--- src/rtl/operand_latch_p3_if.sv ---
// Stage-2 to stage-3 operand/control bundle for operand_latch_p3.
// stall_count exists only when OPERAND_LATCH_STALL_CNT_EN is defined.
interface operand_latch_p3_if #(
  parameter int DATA_W = 16
);
  logic                     valid_p2;
  logic [2:0]               read_addr_A_p2;
  logic [2:0]               read_addr_B_p2;
  logic signed [DATA_W-1:0] reg_data_A;
  logic signed [DATA_W-1:0] reg_data_B;
  logic signed [DATA_W-1:0] fowarding_data_A;
  logic signed [DATA_W-1:0] fowarding_data_B;
  logic                     to_foward_or_not_A;
  logic                     to_foward_or_not_B;
  logic [2:0]               write_addr_p2;
  logic                     write_p2;
  logic                     load_p2;
  logic [5:0]               ctrl_p2;
  logic                     flush;
  logic signed [DATA_W-1:0] operand_A_p3;
  logic signed [DATA_W-1:0] operand_B_p3;
  logic [2:0]               write_addr_p3;
  logic                     write_p3;
  logic                     load_p3;
  logic [5:0]               ctrl_p3;
  logic                     valid_p3;
  logic                     stall;
`ifdef OPERAND_LATCH_STALL_CNT_EN
  logic [7:0]               stall_count;
`endif

  modport master (
    output valid_p2, read_addr_A_p2, read_addr_B_p2, reg_data_A, reg_data_B,
           fowarding_data_A, fowarding_data_B, to_foward_or_not_A, to_foward_or_not_B,
           write_addr_p2, write_p2, load_p2, ctrl_p2, flush,
`ifdef OPERAND_LATCH_STALL_CNT_EN
    input  stall_count,
`endif
    input  operand_A_p3, operand_B_p3, write_addr_p3, write_p3, load_p3, ctrl_p3,
           valid_p3, stall
  );

  modport slave (
    input  valid_p2, read_addr_A_p2, read_addr_B_p2, reg_data_A, reg_data_B,
           fowarding_data_A, fowarding_data_B, to_foward_or_not_A, to_foward_or_not_B,
           write_addr_p2, write_p2, load_p2, ctrl_p2, flush,
`ifdef OPERAND_LATCH_STALL_CNT_EN
    output stall_count,
`endif
    output operand_A_p3, operand_B_p3, write_addr_p3, write_p3, load_p3, ctrl_p3,
           valid_p3, stall
  );
endinterface

--- src/rtl/operand_latch_p3.sv ---
// Stage-3 operand latch with load-use hazard bubble insertion and flush squash.
// Optional saturating stall counter enabled by OPERAND_LATCH_STALL_CNT_EN.
module operand_latch_p3 #(
  parameter int DATA_W = 16
) (
  input logic               clock,
  input logic               reset,
  operand_latch_p3_if.slave bus
);

  typedef enum logic {RUN, BUBBLE} state_t;

  state_t state;
  logic   addr_match;
  logic   stall_c;

  function automatic logic signed [DATA_W-1:0] pick_operand(
    input logic                     fwd,
    input logic signed [DATA_W-1:0] fwd_data,
    input logic signed [DATA_W-1:0] rf_data
  );
    return fwd ? fwd_data : rf_data;
  endfunction

  function automatic logic [7:0] sat_inc8(input logic [7:0] v);
    return (v == 8'hFF) ? v : v + 8'd1;
  endfunction

  // Reset gates the hazard so upstream never sees a stall while stage 3 is being cleared.
  assign addr_match = (bus.read_addr_A_p2 == bus.write_addr_p3) |
                      (bus.read_addr_B_p2 == bus.write_addr_p3);
  assign stall_c    = bus.valid_p3 & bus.load_p3 & bus.write_p3 & bus.valid_p2 &
                      addr_match & ~bus.flush & (state == RUN) & ~reset;
  assign bus.stall  = stall_c;

  // Stage 2 -> stage 3 boundary
  always_ff @(posedge clock) begin
    if (reset) begin
      state             <= RUN;
      bus.valid_p3      <= 1'b0;
      bus.write_p3      <= 1'b0;
      bus.load_p3       <= 1'b0;
      bus.ctrl_p3       <= '0;
      bus.write_addr_p3 <= '0;
      bus.operand_A_p3  <= '0;
      bus.operand_B_p3  <= '0;
    end else begin
      state <= stall_c ? BUBBLE : RUN;
      if (bus.flush || stall_c) begin
        bus.valid_p3      <= 1'b0;
        bus.write_p3      <= 1'b0;
        bus.load_p3       <= 1'b0;
        bus.ctrl_p3       <= '0;
        bus.write_addr_p3 <= '0;
        bus.operand_A_p3  <= '0;
        bus.operand_B_p3  <= '0;
      end else begin
        bus.valid_p3      <= bus.valid_p2;
        bus.write_p3      <= bus.write_p2 & bus.valid_p2;
        bus.load_p3       <= bus.load_p2 & bus.valid_p2;
        bus.ctrl_p3       <= bus.ctrl_p2;
        bus.write_addr_p3 <= bus.write_addr_p2;
        bus.operand_A_p3  <= pick_operand(bus.to_foward_or_not_A, bus.fowarding_data_A,
                                          bus.reg_data_A);
        bus.operand_B_p3  <= pick_operand(bus.to_foward_or_not_B, bus.fowarding_data_B,
                                          bus.reg_data_B);
      end
    end
  end

`ifdef OPERAND_LATCH_STALL_CNT_EN
  always_ff @(posedge clock) begin
    if (reset) begin
      bus.stall_count <= 8'd0;
    end else if (stall_c) begin
      bus.stall_count <= sat_inc8(bus.stall_count);
    end
  end
`endif

endmodule

--- src/flat_wrapper.sv ---
// flat-port wrapper written by rule: the top's interface ports become plain ports
module operand_latch_p3_flat 
#(
  parameter int DATA_W = 16
)
  (clock, reset, bus_valid_p2, bus_read_addr_A_p2, bus_read_addr_B_p2, bus_reg_data_A, bus_reg_data_B, bus_fowarding_data_A, bus_fowarding_data_B, bus_to_foward_or_not_A, bus_to_foward_or_not_B, bus_write_addr_p2, bus_write_p2, bus_load_p2, bus_ctrl_p2, bus_flush, bus_operand_A_p3, bus_operand_B_p3, bus_write_addr_p3, bus_write_p3, bus_load_p3, bus_ctrl_p3, bus_valid_p3, bus_stall);
  operand_latch_p3_if #(.DATA_W(DATA_W)) bus_i ();
  input logic clock;
  input logic reset;
  input wire logic [$bits(bus_i.valid_p2)-1:0] bus_valid_p2;
  input wire logic [$bits(bus_i.read_addr_A_p2)-1:0] bus_read_addr_A_p2;
  input wire logic [$bits(bus_i.read_addr_B_p2)-1:0] bus_read_addr_B_p2;
  input wire logic [$bits(bus_i.reg_data_A)-1:0] bus_reg_data_A;
  input wire logic [$bits(bus_i.reg_data_B)-1:0] bus_reg_data_B;
  input wire logic [$bits(bus_i.fowarding_data_A)-1:0] bus_fowarding_data_A;
  input wire logic [$bits(bus_i.fowarding_data_B)-1:0] bus_fowarding_data_B;
  input wire logic [$bits(bus_i.to_foward_or_not_A)-1:0] bus_to_foward_or_not_A;
  input wire logic [$bits(bus_i.to_foward_or_not_B)-1:0] bus_to_foward_or_not_B;
  input wire logic [$bits(bus_i.write_addr_p2)-1:0] bus_write_addr_p2;
  input wire logic [$bits(bus_i.write_p2)-1:0] bus_write_p2;
  input wire logic [$bits(bus_i.load_p2)-1:0] bus_load_p2;
  input wire logic [$bits(bus_i.ctrl_p2)-1:0] bus_ctrl_p2;
  input wire logic [$bits(bus_i.flush)-1:0] bus_flush;
  output wire logic [$bits(bus_i.operand_A_p3)-1:0] bus_operand_A_p3;
  output wire logic [$bits(bus_i.operand_B_p3)-1:0] bus_operand_B_p3;
  output wire logic [$bits(bus_i.write_addr_p3)-1:0] bus_write_addr_p3;
  output wire logic [$bits(bus_i.write_p3)-1:0] bus_write_p3;
  output wire logic [$bits(bus_i.load_p3)-1:0] bus_load_p3;
  output wire logic [$bits(bus_i.ctrl_p3)-1:0] bus_ctrl_p3;
  output wire logic [$bits(bus_i.valid_p3)-1:0] bus_valid_p3;
  output wire logic [$bits(bus_i.stall)-1:0] bus_stall;
  assign bus_i.valid_p2 = bus_valid_p2;
  assign bus_i.read_addr_A_p2 = bus_read_addr_A_p2;
  assign bus_i.read_addr_B_p2 = bus_read_addr_B_p2;
  assign bus_i.reg_data_A = bus_reg_data_A;
  assign bus_i.reg_data_B = bus_reg_data_B;
  assign bus_i.fowarding_data_A = bus_fowarding_data_A;
  assign bus_i.fowarding_data_B = bus_fowarding_data_B;
  assign bus_i.to_foward_or_not_A = bus_to_foward_or_not_A;
  assign bus_i.to_foward_or_not_B = bus_to_foward_or_not_B;
  assign bus_i.write_addr_p2 = bus_write_addr_p2;
  assign bus_i.write_p2 = bus_write_p2;
  assign bus_i.load_p2 = bus_load_p2;
  assign bus_i.ctrl_p2 = bus_ctrl_p2;
  assign bus_i.flush = bus_flush;
  assign bus_operand_A_p3 = bus_i.operand_A_p3;
  assign bus_operand_B_p3 = bus_i.operand_B_p3;
  assign bus_write_addr_p3 = bus_i.write_addr_p3;
  assign bus_write_p3 = bus_i.write_p3;
  assign bus_load_p3 = bus_i.load_p3;
  assign bus_ctrl_p3 = bus_i.ctrl_p3;
  assign bus_valid_p3 = bus_i.valid_p3;
  assign bus_stall = bus_i.stall;
  operand_latch_p3 #(.DATA_W(DATA_W)) u_core (.clock(clock), .reset(reset), .bus(bus_i));
endmodule
--- config.mk ---
export PLATFORM = sky130hd
export DESIGN_NAME = operand_latch_p3_flat
export DESIGN_NICKNAME = d
export VERILOG_FILES = /design/src/rtl/operand_latch_p3_if.sv /design/src/rtl/operand_latch_p3.sv /design/src/flat_wrapper.sv
export SDC_FILE = /design/constraint.sdc
export NUM_CORES = 1
export LEC_CHECK = 0
export BUFFER_PORTS_ARGS = -buffer_cell sky130_fd_sc_hd__buf_2
export CAP_MARGIN = 30
export CORE_ASPECT_RATIO = 0.6
export CORE_UTILIZATION = 30
export CTS_BUF_LIST = sky130_fd_sc_hd__clkbuf_16
export DETAILED_ROUTE_END_ITERATION = 7
export GPL_TIMING_DRIVEN = 0
export PLACE_DENSITY = 0.66
export SLEW_MARGIN = 20
export SYNTH_ARGS = -nofsm -noshare
export SYNTH_HDL_FRONTEND = slang
export SYNTH_SLANG_ARGS = --single-unit
export TNS_END_PERCENT = 30
--- constraint.sdc ---
create_clock -name clock -period 1.5 [get_ports clock]
set_input_delay 0 -clock clock [delete_from_list [all_inputs] [get_ports clock]]
set_output_delay 0 -clock clock [all_outputs]
set_load 0.1 [all_outputs]
# ---- Word level (Yosys, flattened, before mapping)
# Index checks and enable logic that the tools add are counted.
dict set report classes {
  eq_ne 2
  muxes 3
  bitwise 13
  n_reduce_logical 2
}
# op n
set op_table {}
lappend op_table {{16-bit 2-to-1 mux} 2}
lappend op_table {{1-bit AND} 9}
lappend op_table {{3-bit equality test} 2}
lappend op_table {{1-bit NOT} 3}
lappend op_table {{2-bit OR reduction} 1}
lappend op_table {{1-bit logical OR} 1}
lappend op_table {{1-bit 2-to-1 mux} 1}
lappend op_table {{1-bit OR} 1}
dict set report word_totals {
  out_inout_bits 45
  ff_bits 45
  elab_cells 28
}

# ---- Logic depth before layout (Yosys ltp)
# Gate-level depths: netlist (run 1).
dict set report logic_depth {
  depth_word 9
  depth_mapped 5
}

# ---- Worst setup path before layout (run 1)
# No wires, ideal clock.
dict set report synth_timing {
  path_type {register to output}
  from {reg u_core.bus.write_addr_p3[0]}
  to {out bus_stall}
  slack_ns -1.155
  path_stages_with_launch 6
  arrival_time_ns 2.655
  path_buffers 1
  required_time_ns 1.500
  cell_sequence {dfxtp_1 > xnor2_1 > nand3_1 > a211oi_4 > buf_6 > and2_1}
}
dict set report synth_via {
  elab_chain_len 6
}
# element line
set synth_rtl {}
lappend synth_rtl {{start: declaration} operand_latch_p3_if.sv:50} ;# output operand_A_p3, operand_B_p3, write_addr_p3, write_p3, load_p3, ctrl_p3,
lappend synth_rtl {{start signal: assignment} operand_latch_p3.sv:62} ;# bus.write_addr_p3 <= bus.write_addr_p2;
lappend synth_rtl {{3-bit equality test (on tied branches)} {operand_latch_p3.sv:30, operand_latch_p3.sv:31}}
lappend synth_rtl {{1-bit OR *} operand_latch_p3.sv:30} ;# assign addr_match = (bus.read_addr_A_p2 == bus.write_addr_p3) |
lappend synth_rtl {{1-bit AND *} operand_latch_p3.sv:32} ;# assign stall_c = bus.valid_p3 & bus.load_p3 & bus.write_p3 & bus.valid_p2 &
lappend synth_rtl {{1-bit AND * (3 in a row)} operand_latch_p3.sv:33} ;# addr_match & ~bus.flush & (state == RUN) & ~reset;
lappend synth_rtl {{end: declaration} flat_wrapper.sv:31} ;# output wire logic [$bits(bus_i.stall)-1:0] bus_stall;
# Every way passes the cells marked *; elsewhere a longest branch is shown, timed or not.

# ---- Final worst setup path (run 1)
dict set report layout_timing {
  from {reg u_core.bus.write_addr_p3[2]}
  to {out bus_stall}
}
# The elaborated chain is that of the path after synthesis.

==> results.txt, run 1 <==
Status: finished with violations
Failing checks: setup timing
Worst Skew: 0.002443 ns
# rows: 20
Area of the die: 6004 um^2
Setup CP Type: reg -> out
Tot GR Track Use: 17.12%
First-pass iteration count of the detailed router: 4
FILL cells: 507
Worst vdd ir: 0.0005309 V
Setup Viol. Count Final: 33
P_leak: 1.472 nW
Clk sink count: 45
Drt drc: 0
First-pass GRT wire length: 7.817 mm
Final net count: 401
DR WL/cell: 13.56 um
DR vias: 1734
Dpl ws: -0.5065 ns
Yosys top cell area share: 52.79%
RSZ-0062 raised after global routing: true
Clock slew at reported path FFs: 0.06 ns
WHS: 0.01709 ns
Slew HR: 65.56%
Period utilization: 113.0%
Critical Path Start Type: flip-flop
Warnings, synthesis: 0
DRT iter0 DRCs: 27
Multi-input logic area: 779.5 um^2
Slowest stage cell, crit path: dfxtp_4
Post-layout min period: 1.695 ns
CP cell instances: xnor2_2, nand3_2, a211oi_4, buf_6, and2_4, buf_12
Num CTS Buffers: 5
Reg area: 920.9 um^2
Layout area overhead: 68.99%
Worst slew pin tran: 0.5167 ns
MaxCap Viol Count: 0
Crit path max fanout: 3
Ant. Diodes: 0
Post-Route WL: 5.153 mm
#FFs+latches synth: 45
Clk buf depth: 2
Largest net degree at the start of global routing: 13
Initial antenna violation count: 0
Die W: 99.37 um
Power density cells: 1046 nW/um^2
Via density: 4.563
Ratio of cells with drive above 1 in the final layout: 52.55%
Initial Utilization: 32.48%
Synth Area per Inst: 10.60 um^2
Placeable Area: 5255 um^2
Clock latency on the worst-skew pair: 0.27 ns
Netlist cell types: 15
Register area share after synthesis: 52.79%
WHS Path Cells: 3
NetSw: 0.0009597 W
Syn_nets: 248
GRT overflow: 0
Post-Syn Area: 1707 um^2
CP arrival: 1.69 ns
CP Capture Type: output port
Final hold violations: 0
Gate power share: 25.2%
Slowest Stage Delay on Critical Path: 0.36 ns
Final ANT Viol Nets: 0
Achievable Freq: 0.5900 GHz
Top post-synthesis cells by area: dfxtp_1, mux2i_1, nor4_1
Cell Int Power: 0.002058 W
Net Sw Frac: 31.80%
Worst hold path type: in -> reg
Buffer type at the clock tree root: clkbuf_16
Io pins: 132
Routability cong.: 0.6883
Cells after synthesis: 161
H-tree levels: 2
Die height: 60.43 um
Post-DP HPWL: 3.720 mm
Number of global-route vias before repair: 1596
Final Util: 54.88%
TritonCTS clock tree: built
Setup ws final: -0.1950 ns
Max-slew violations: 0
Clock power frac: 33.1%
Reg2Reg Depth: 7
Area leader, netlist: dfxtp_1
# port buffers: 127
Required time of the critical path: 1.50 ns
Reg power frac: 41.7%
-- worst max-delay path: cells and delay by family (launching register included) --
family | cells | cell delay [ns]
buffers and inverters | 2 | 0.32
AO/OA/AOI/OAI | 1 | 0.33
flip-flops | 1 | 0.36
XOR/XNOR | 1 | 0.16
AND/OR/NAND/NOR | 2 | 0.25
-- path summary, 6_finish.rpt --
check	start	endpoint	slack (ns)
max	u_core.bus.write_addr_p3[2]	bus_stall	-0.19
min	bus_valid_p2	u_core.bus.valid_p3	0.02
max reg2reg	u_core.bus.write_addr_p3[2]	u_core.bus.operand_A_p3[11]	-0.10
min reg2reg	u_core.state	u_core.state	0.91
-- stage by stage --
| step | power, W | instance area (um^2) | cells | TNS (ns) |
|---|---|---|---|---|
| after CTS | 0.003048 | 2804 | 377 | -1.761 |
| after detailed placement | 0.002002 | 2447 | 354 | -7.959 |
| after global placement | 0.001996 | 2447 | 354 | -5.885 |
| after floorplan | 0.001814 | 1729 | 161 | -4.649 |
| after global routing | 0.003150 | 2884 | 380 | -4.592 |
| final | 0.003018 | 2884 | 380 | -2.574 |
-- cells in the mapped netlist --
cell type / n
buf_2: 6
nand4_1: 1
xnor2_1: 6
dfxtp_1: 45
nand3_1: 2
a211oi_4: 1
buf_6: 1
nor2_1: 11
nand2_1: 10
nor3b_1: 2
mux2i_1: 32
clkbuf_1: 7
and2_1: 2
nor4_1: 32
buf_4: 3
-- timing repair --
item                                    in CTS  in global routing
pin swaps                                    6                  7
endpoints found under the setup margin      40                 40
cloned                                       1                  1
setup buffers                                3                  2
hold buffers                                13                  0
hold endpoints to repair                    13                  0
resized for setup                           13                 11
-- cell families after synthesis --
logic type | synth area share, %
XOR/XNOR | 3.079
AO/OA/AOI/OAI | 1.173
buffers and inverters | 5.279
flip-flops | 52.79
multiplexers | 18.77
AND/OR/NAND/NOR | 18.91
-- routing by layer --
layer	global-route usage, %	vias up	share of wire, %	wire [um]
met4	3.151	0	0.25	13
met1	23.22	777	48	2460
li1	-	882	-	-
met2	26.69	73	43	2240
met3	6.221	2	8.5	438
met5	0	-	0	0
-- flip-flops by register name, summed over array words and instances (netlist names) --
name	count
u_core.state	1
u_core.bus.write_addr_p3	3
u_core.bus.write_p3	1
u_core.bus.operand_B_p3	16
u_core.bus.valid_p3	1
u_core.bus.operand_A_p3	16
u_core.bus.load_p3	1
u_core.bus.ctrl_p3	6
-- final cells by class --
type                       instances  share of cell area, %
clock inverter                     2                 0.2603
buffer                            17                  3.774
multi-input combinational         99                  27.03
clock buffer                       5                  4.338
tap                               66                  2.863
timing repair buffer             146                  29.80
sequential                        45                  31.93
-- cells in the final DEF (no fill, tap or decap), types with 2 or more instances in the layout --
cell	count
buf_12	2
buf_2	132
buf_4	3
buf_6	3
buf_8	2
clkbuf_1	7
clkbuf_16	6
dfxtp_1	39
dfxtp_4	5
dlygate4sd3_1	13
mux2i_1	32
nand2_1	10
nand3_2	2
nor2_1	11
nor3b_1	2
nor4_1	31
xnor2_2	6
-- power groups by stage --
stage / combinational (W) / sequential [W] / clock (W)
after floorplan: 0.000148 / 0.00167 / 0
final: 0.000759 / 0.00126 / 0.000999
after global placement: 0.000714 / 0.00128 / 0
after detailed placement: 0.000719 / 0.00128 / 0
after CTS: 0.000761 / 0.00126 / 0.00103
after global routing: 0.000801 / 0.00126 / 0.00109
Power figures use the tool's default switching activity.
==> inputs of run 2 (changes only) <==
--- a/config.mk
+++ b/config.mk
@@ -7,12 +7,14 @@
 export LEC_CHECK = 0
 export BUFFER_PORTS_ARGS = -buffer_cell sky130_fd_sc_hd__buf_2
 export CAP_MARGIN = 30
+export CELL_PAD_IN_SITES_DETAIL_PLACEMENT = 2
+export CELL_PAD_IN_SITES_GLOBAL_PLACEMENT = 2
 export CORE_ASPECT_RATIO = 0.6
-export CORE_UTILIZATION = 30
+export CORE_UTILIZATION = 19
 export CTS_BUF_LIST = sky130_fd_sc_hd__clkbuf_16
 export DETAILED_ROUTE_END_ITERATION = 7
 export GPL_TIMING_DRIVEN = 0
-export PLACE_DENSITY = 0.66
+export PLACE_DENSITY = 0.76
 export SLEW_MARGIN = 20
 export SYNTH_ARGS = -nofsm -noshare
 export SYNTH_HDL_FRONTEND = slang
==> results.txt, run 2 (synthesized netlist as in run 1, its figures left out) <==
CP bufs+invs: 2
# port buffers: 127
Worst vdd ir: 0.0003776 V
DRT iter0 DRCs: 18
Via density: 4.213
Post-Route WL: 6.839 mm
Most frequent cells in the layout: buf_2, dfxtp_1, mux2i_1
Top Registers: u_core.bus.operand_A_p3: 16 flops, u_core.bus.operand_B_p3: 16 flops, u_core.bus.ctrl_p3: 6 flops
Post-DP HPWL: 4.955 mm
CP cell instances: xnor2_2, nand3_2, a211oi_4, buf_6, and2_4, buf_12
Initial Utilization: 19.80%
Power density cells: 1009 nW/um^2
Num CTS Buffers: 5
Worst Skew: 0.006323 ns
WHS: 0.03296 ns
Setup Viol. Count Final: 25
Worst R2R End: u_core.bus.operand_B_p3[10]
H-tree levels: 2
Ant. Diodes: 0
Worst Hold Launch: bus_reg_data_B[3]
WHS Path Cells: 3
# rows: 26
Routability cong.: 0.7020
Failing checks: setup timing
Critical path's top delay family: flip-flops
Area of the die: 9378 um^2
Largest net degree at the start of global routing: 14
Slew HR: 49.43%
Layout area overhead: 82.40%
WHS Endpoint: u_core.bus.operand_B_p3[3]
Achievable Freq: 0.6080 GHz
Drt drc: 0
Die W: 124.4 um
Final net count: 402
Tot GR Track Use: 14.49%
RSZ-0062 raised after global routing: true
Worst hold path type: in -> reg
NetSw: 0.001056 W
Final ANT Viol Nets: 0
Clk sink count: 45
Worst slew pin tran: 0.7586 ns
Placeable Area: 8621 um^2
Slowest stage cell, crit path: dfxtp_4
Critical Path Start Type: flip-flop
Worst r2r src: u_core.bus.write_addr_p3[1]
Io pins: 132
Max-slew violations: 0
Initial antenna violation count: 0
Commonest non-fill, non-tap cell in the layout: buf_2
Slowest Stage Delay on Critical Path: 0.37 ns
Reg power frac: 40.1%
Die height: 75.41 um
Cell Int Power: 0.002084 W
CP arrival: 1.64 ns
Post-layout min period: 1.645 ns
R2R Setup Slk: -0.06 ns
Final hold violations: 0
MaxCap Viol Count: 0
Status: finished with violations
DR vias: 1803
Net Sw Frac: 33.64%
Clock power frac: 34.0%
Buffer type at the clock tree root: clkbuf_16
Clock latency on the worst-skew pair: 0.29 ns
Clk buf depth: 2
TritonCTS clock tree: built
Required time of the critical path: 1.50 ns
Reg2Reg Depth: 7
P_leak: 1.506 nW
Setup ws final: -0.1447 ns
CP Capture Type: output port
Setup CP Type: reg -> out
First-pass GRT wire length: 10.23 mm
Crit path max fanout: 3
Period utilization: 109.6%
DR WL/cell: 15.98 um
Dpl ws: -0.6157 ns
GRT overflow: 0
Crit path depth: 6
Clock slew at reported path FFs: 0.07 ns
First-pass iteration count of the detailed router: 2
Ratio of cells with drive above 1 in the final layout: 55.38%
Number of global-route vias before repair: 1990
Gate power share: 25.9%
[run 2: power groups by stage]
stage | Clock (W) | Combinational, W | Sequential (W)
2_1_floorplan | 0 | 0.000148 | 0.00167
3_3_place_gp | 0 | 0.000722 | 0.00128
3_5_place_dp | 0 | 0.000736 | 0.00128
4_1_cts | 0.00112 | 0.000782 | 0.00126
5_1_grt | 0.00116 | 0.000859 | 0.00126
6_report | 0.00107 | 0.000813 | 0.00126
[run 2: worst register-to-register path, stage by stage, from the launching register on]
cell	delay [ns]
dfxtp_4	0.37
xnor2_2	0.16
nand3_2	0.10
a211oi_4	0.27
buf_4	0.16
buf_12	0.14
clkbuf_16	0.16
nor4_1	0.05
[run 2: stage by stage]
| step | util [%] | std cells | total power (W) | instance area (um^2) | TNS (ns) |
|---|---|---|---|---|---|
| 4_1_cts | 33.28 | 424 | 0.003159 | 2869 | -1.849 |
| 2_1_floorplan | - | 161 | 0.001814 | 1729 | -4.649 |
| 3_5_place_dp | 29.06 | 400 | 0.002021 | 2505 | -12.25 |
| 6_report | 36.11 | 428 | 0.003140 | 3113 | -0.9418 |
| 3_3_place_gp | 29.06 | 400 | 0.002005 | 2505 | -8.803 |
| 5_1_grt | 36.11 | 428 | 0.003288 | 3113 | -4.091 |
[run 2: worst max-delay path by stage]
stage	from	end	slack [ns]
global route	u_core.bus.write_addr_p3[2]	bus_stall	-0.24
detailed placement	u_core.bus.write_addr_p3[0]	bus_stall	-0.62
floorplan	u_core.bus.write_addr_p3[2]	bus_stall	-0.23
finish	u_core.bus.write_addr_p3[1]	bus_stall	-0.14
global placement	u_core.bus.write_addr_p3[2]	bus_stall	-0.55
CTS	u_core.bus.write_addr_p3[0]	bus_stall	-0.19
[run 2: repair_timing]
| item | in CTS | in global routing |
|---|---|---|
| gates resized for setup | 12 | 29 |
| buffers inserted | 2 | 2 |
| setup endpoints to repair | 46 | 38 |
| cloned | 0 | 2 |
| hold endpoints to repair | 14 | 0 |
| hold buffers | 14 | 0 |
| pin swaps | 5 | 9 |
[run 2: layer usage]
metal	vias to the layer above	part of all wire [%]	GRT usage, %
li1	881	-	-
met1	825	44	17.17
met2	88	46	23.82
met3	9	8.7	6.461
met4	0	1.7	4.953
met5	-	0	0
[run 2: cell type report]
type	instances	area [um^2]
plain buffers	17	117.6
clock buffers	5	125.1
clock inverters	3	13.76
fillers	948	5508
multi-input cells	99	908.4
flip-flops and latches	45	920.9
well taps	112	140.1
repair buffers	147	887.1
==> inputs of run 3 (changes only) <==
==> constraint.sdc (replaced) <==
create_clock -name clock -period 1.5 [get_ports clock]
set_input_delay 0.225 -clock clock [delete_from_list [all_inputs] [get_ports clock]]
set_output_delay 0.225 -clock clock [all_outputs]
set_load 0.1 [all_outputs]
==> results.txt, run 3 (synthesized netlist as in run 1, its figures left out) <==
Die height: 75.41 um
Critical path's top delay family: flip-flops
Worst Hold Launch: bus_write_addr_p2[1]
Area of the die: 9378 um^2
Initial antenna violation count: 0
# rows: 26
Max-slew violations: 0
Final hold violations: 0
First-pass iteration count of the detailed router: 2
Worst Skew: 0.006668 ns
Final std cell area, no fill: 2973 um^2
Top Registers: u_core.bus.operand_A_p3: 16 flops, u_core.bus.operand_B_p3: 16 flops, u_core.bus.ctrl_p3: 6 flops
WHS Path Cells: 3
DR vias: 1761
Clk buf depth: 2
Largest net degree at the start of global routing: 14
Layout area overhead: 74.19%
Reg2Reg Depth: 7
H-tree levels: 2
Crit path max fanout: 3
# port buffers: 127
Tot GR Track Use: 14.16%
Period utilization: 124.6%
CP Capture Type: output port
Most frequent cells in the layout: buf_2, dfxtp_1, mux2i_1
Slowest stage cell, crit path: dfxtp_4
Required time of the critical path: 1.27 ns
Initial Utilization: 19.80%
Worst slew pin tran: 0.7617 ns
TritonCTS clock tree: built
Die W: 124.4 um
Slowest Stage Delay on Critical Path: 0.36 ns
Clock latency on the worst-skew pair: 0.29 ns
Clock slew at reported path FFs: 0.06 ns
WHS Endpoint: u_core.bus.write_addr_p3[1]
CP bufs+invs: 2
Io pins: 132
MaxCap Viol Count: 0
Post-DP HPWL: 4.955 mm
Buffer type at the clock tree root: clkbuf_16
Final ANT Viol Nets: 0
CP arrival: 1.64 ns
Worst vdd ir: 0.0003757 V
Dpl cell area: 2505 um^2
Worst r2r src: u_core.bus.write_addr_p3[1]
Post-Route WL: 6.605 mm
Setup CP Type: reg -> out
Via density: 4.254
Power density cells: 1045 nW/um^2
R2R Setup Slk: -0.06 ns
Num CTS Buffers: 5
Achievable Freq: 0.5349 GHz
Slew HR: 49.22%
Setup ws final: -0.3694 ns
Clk sink count: 45
Drt drc: 0
DRT iter0 DRCs: 18
Final net count: 388
Ant. Diodes: 0
Placeable Area: 8621 um^2
Total power draw: 0.003107 W
Commonest non-fill, non-tap cell in the layout: buf_2
Worst hold path type: in -> reg
Failing checks: setup timing
Dpl ws: -0.8407 ns
Routability cong.: 0.7020
Worst R2R End: u_core.bus.operand_B_p3[10]
Final Util: 34.48%
CP cell instances: xnor2_2, nand3_2, a211oi_4, buf_6, and2_4, buf_12
RSZ-0062 raised after global routing: true
First-pass GRT wire length: 9.942 mm
P_leak: 1.448 nW
Number of global-route vias before repair: 1921
DR WL/cell: 15.95 um
Critical Path Start Type: flip-flop
Setup Viol. Count Final: 25
Post-layout min period: 1.869 ns
FILL cells: 951
Status: finished with violations
GRT overflow: 0
Ratio of cells with drive above 1 in the final layout: 57.95%
[run 3: cell types whose count changed in the layout (fill, tap and decap cells not counted), sizes merged]
cell / before / now
dlygate4sd3: 14 / 0
[run 3: repair_timing]
item,CTS,global route
hold buffers,0,0
cloned,0,2
endpoints found under the hold margin,0,0
gates resized for setup,12,29
pin swaps,5,9
buffers inserted,2,2
endpoints found under the setup margin,46,38
[run 3: through the flow]
stage | cells | setup TNS (ns) | hold WS (ns)
finish | 414 | -1.180 | 0.1412
global route | 414 | -4.444 | 0.1463
CTS | 410 | -2.074 | 0.1329
detailed placement | 400 | -12.48 | 0.4438
global placement | 400 | -9.028 | 0.4388
floorplan | 161 | -4.874 | 0.3291
[run 3: worst max-delay path by stage]
stage | start | endpoint | slack (ns) | depth (start not counted)
3_3_place_gp | u_core.bus.write_addr_p3[2] | bus_stall | -0.77 | 6
2_1_floorplan | u_core.bus.write_addr_p3[2] | bus_stall | -0.46 | 5
4_1_cts | u_core.bus.write_addr_p3[0] | bus_stall | -0.41 | 6
6_report | u_core.bus.write_addr_p3[1] | bus_stall | -0.37 | 6
3_5_place_dp | u_core.bus.write_addr_p3[0] | bus_stall | -0.84 | 6
5_1_grt | u_core.bus.write_addr_p3[2] | bus_stall | -0.47 | 6
[run 3: worst register-to-register path: stages (launching register included)]
cell and delay [ns]:
dfxtp_4 0.36, xnor2_2 0.16, nand3_2 0.10, a211oi_4 0.27, buf_4 0.16, buf_12 0.14, clkbuf_16 0.16, nor4_1 0.05
[run 3: layout make-up]
cell class / instances / area (um^2) / area share [%]
Clock buffer: 5 / 125.1 / 4.209
Tap cell: 112 / 140.1 / 4.714
Sequential cell: 45 / 920.9 / 30.98
Timing Repair Buffer: 133 / 747.0 / 25.13
Multi-Input combinational cell: 99 / 908.4 / 30.56
Buffer: 17 / 117.6 / 3.956
Clock inverter: 3 / 13.76 / 0.4630
[run 3: where the power goes]
group          switching [W]  leakage (nW)  total [W]  internal (W)
combinational       0.000571         0.999   0.000783      0.000212
sequential         0.0000172         0.373    0.00126       0.00124
clock               0.000459        0.0748    0.00107      0.000606
[run 3: per-layer routing]
metal	wire, um	global-route usage (%)
met5	0	0
met4	115	4.953
met3	615	6.601
met2	2943	23.02
met1	2931	16.74
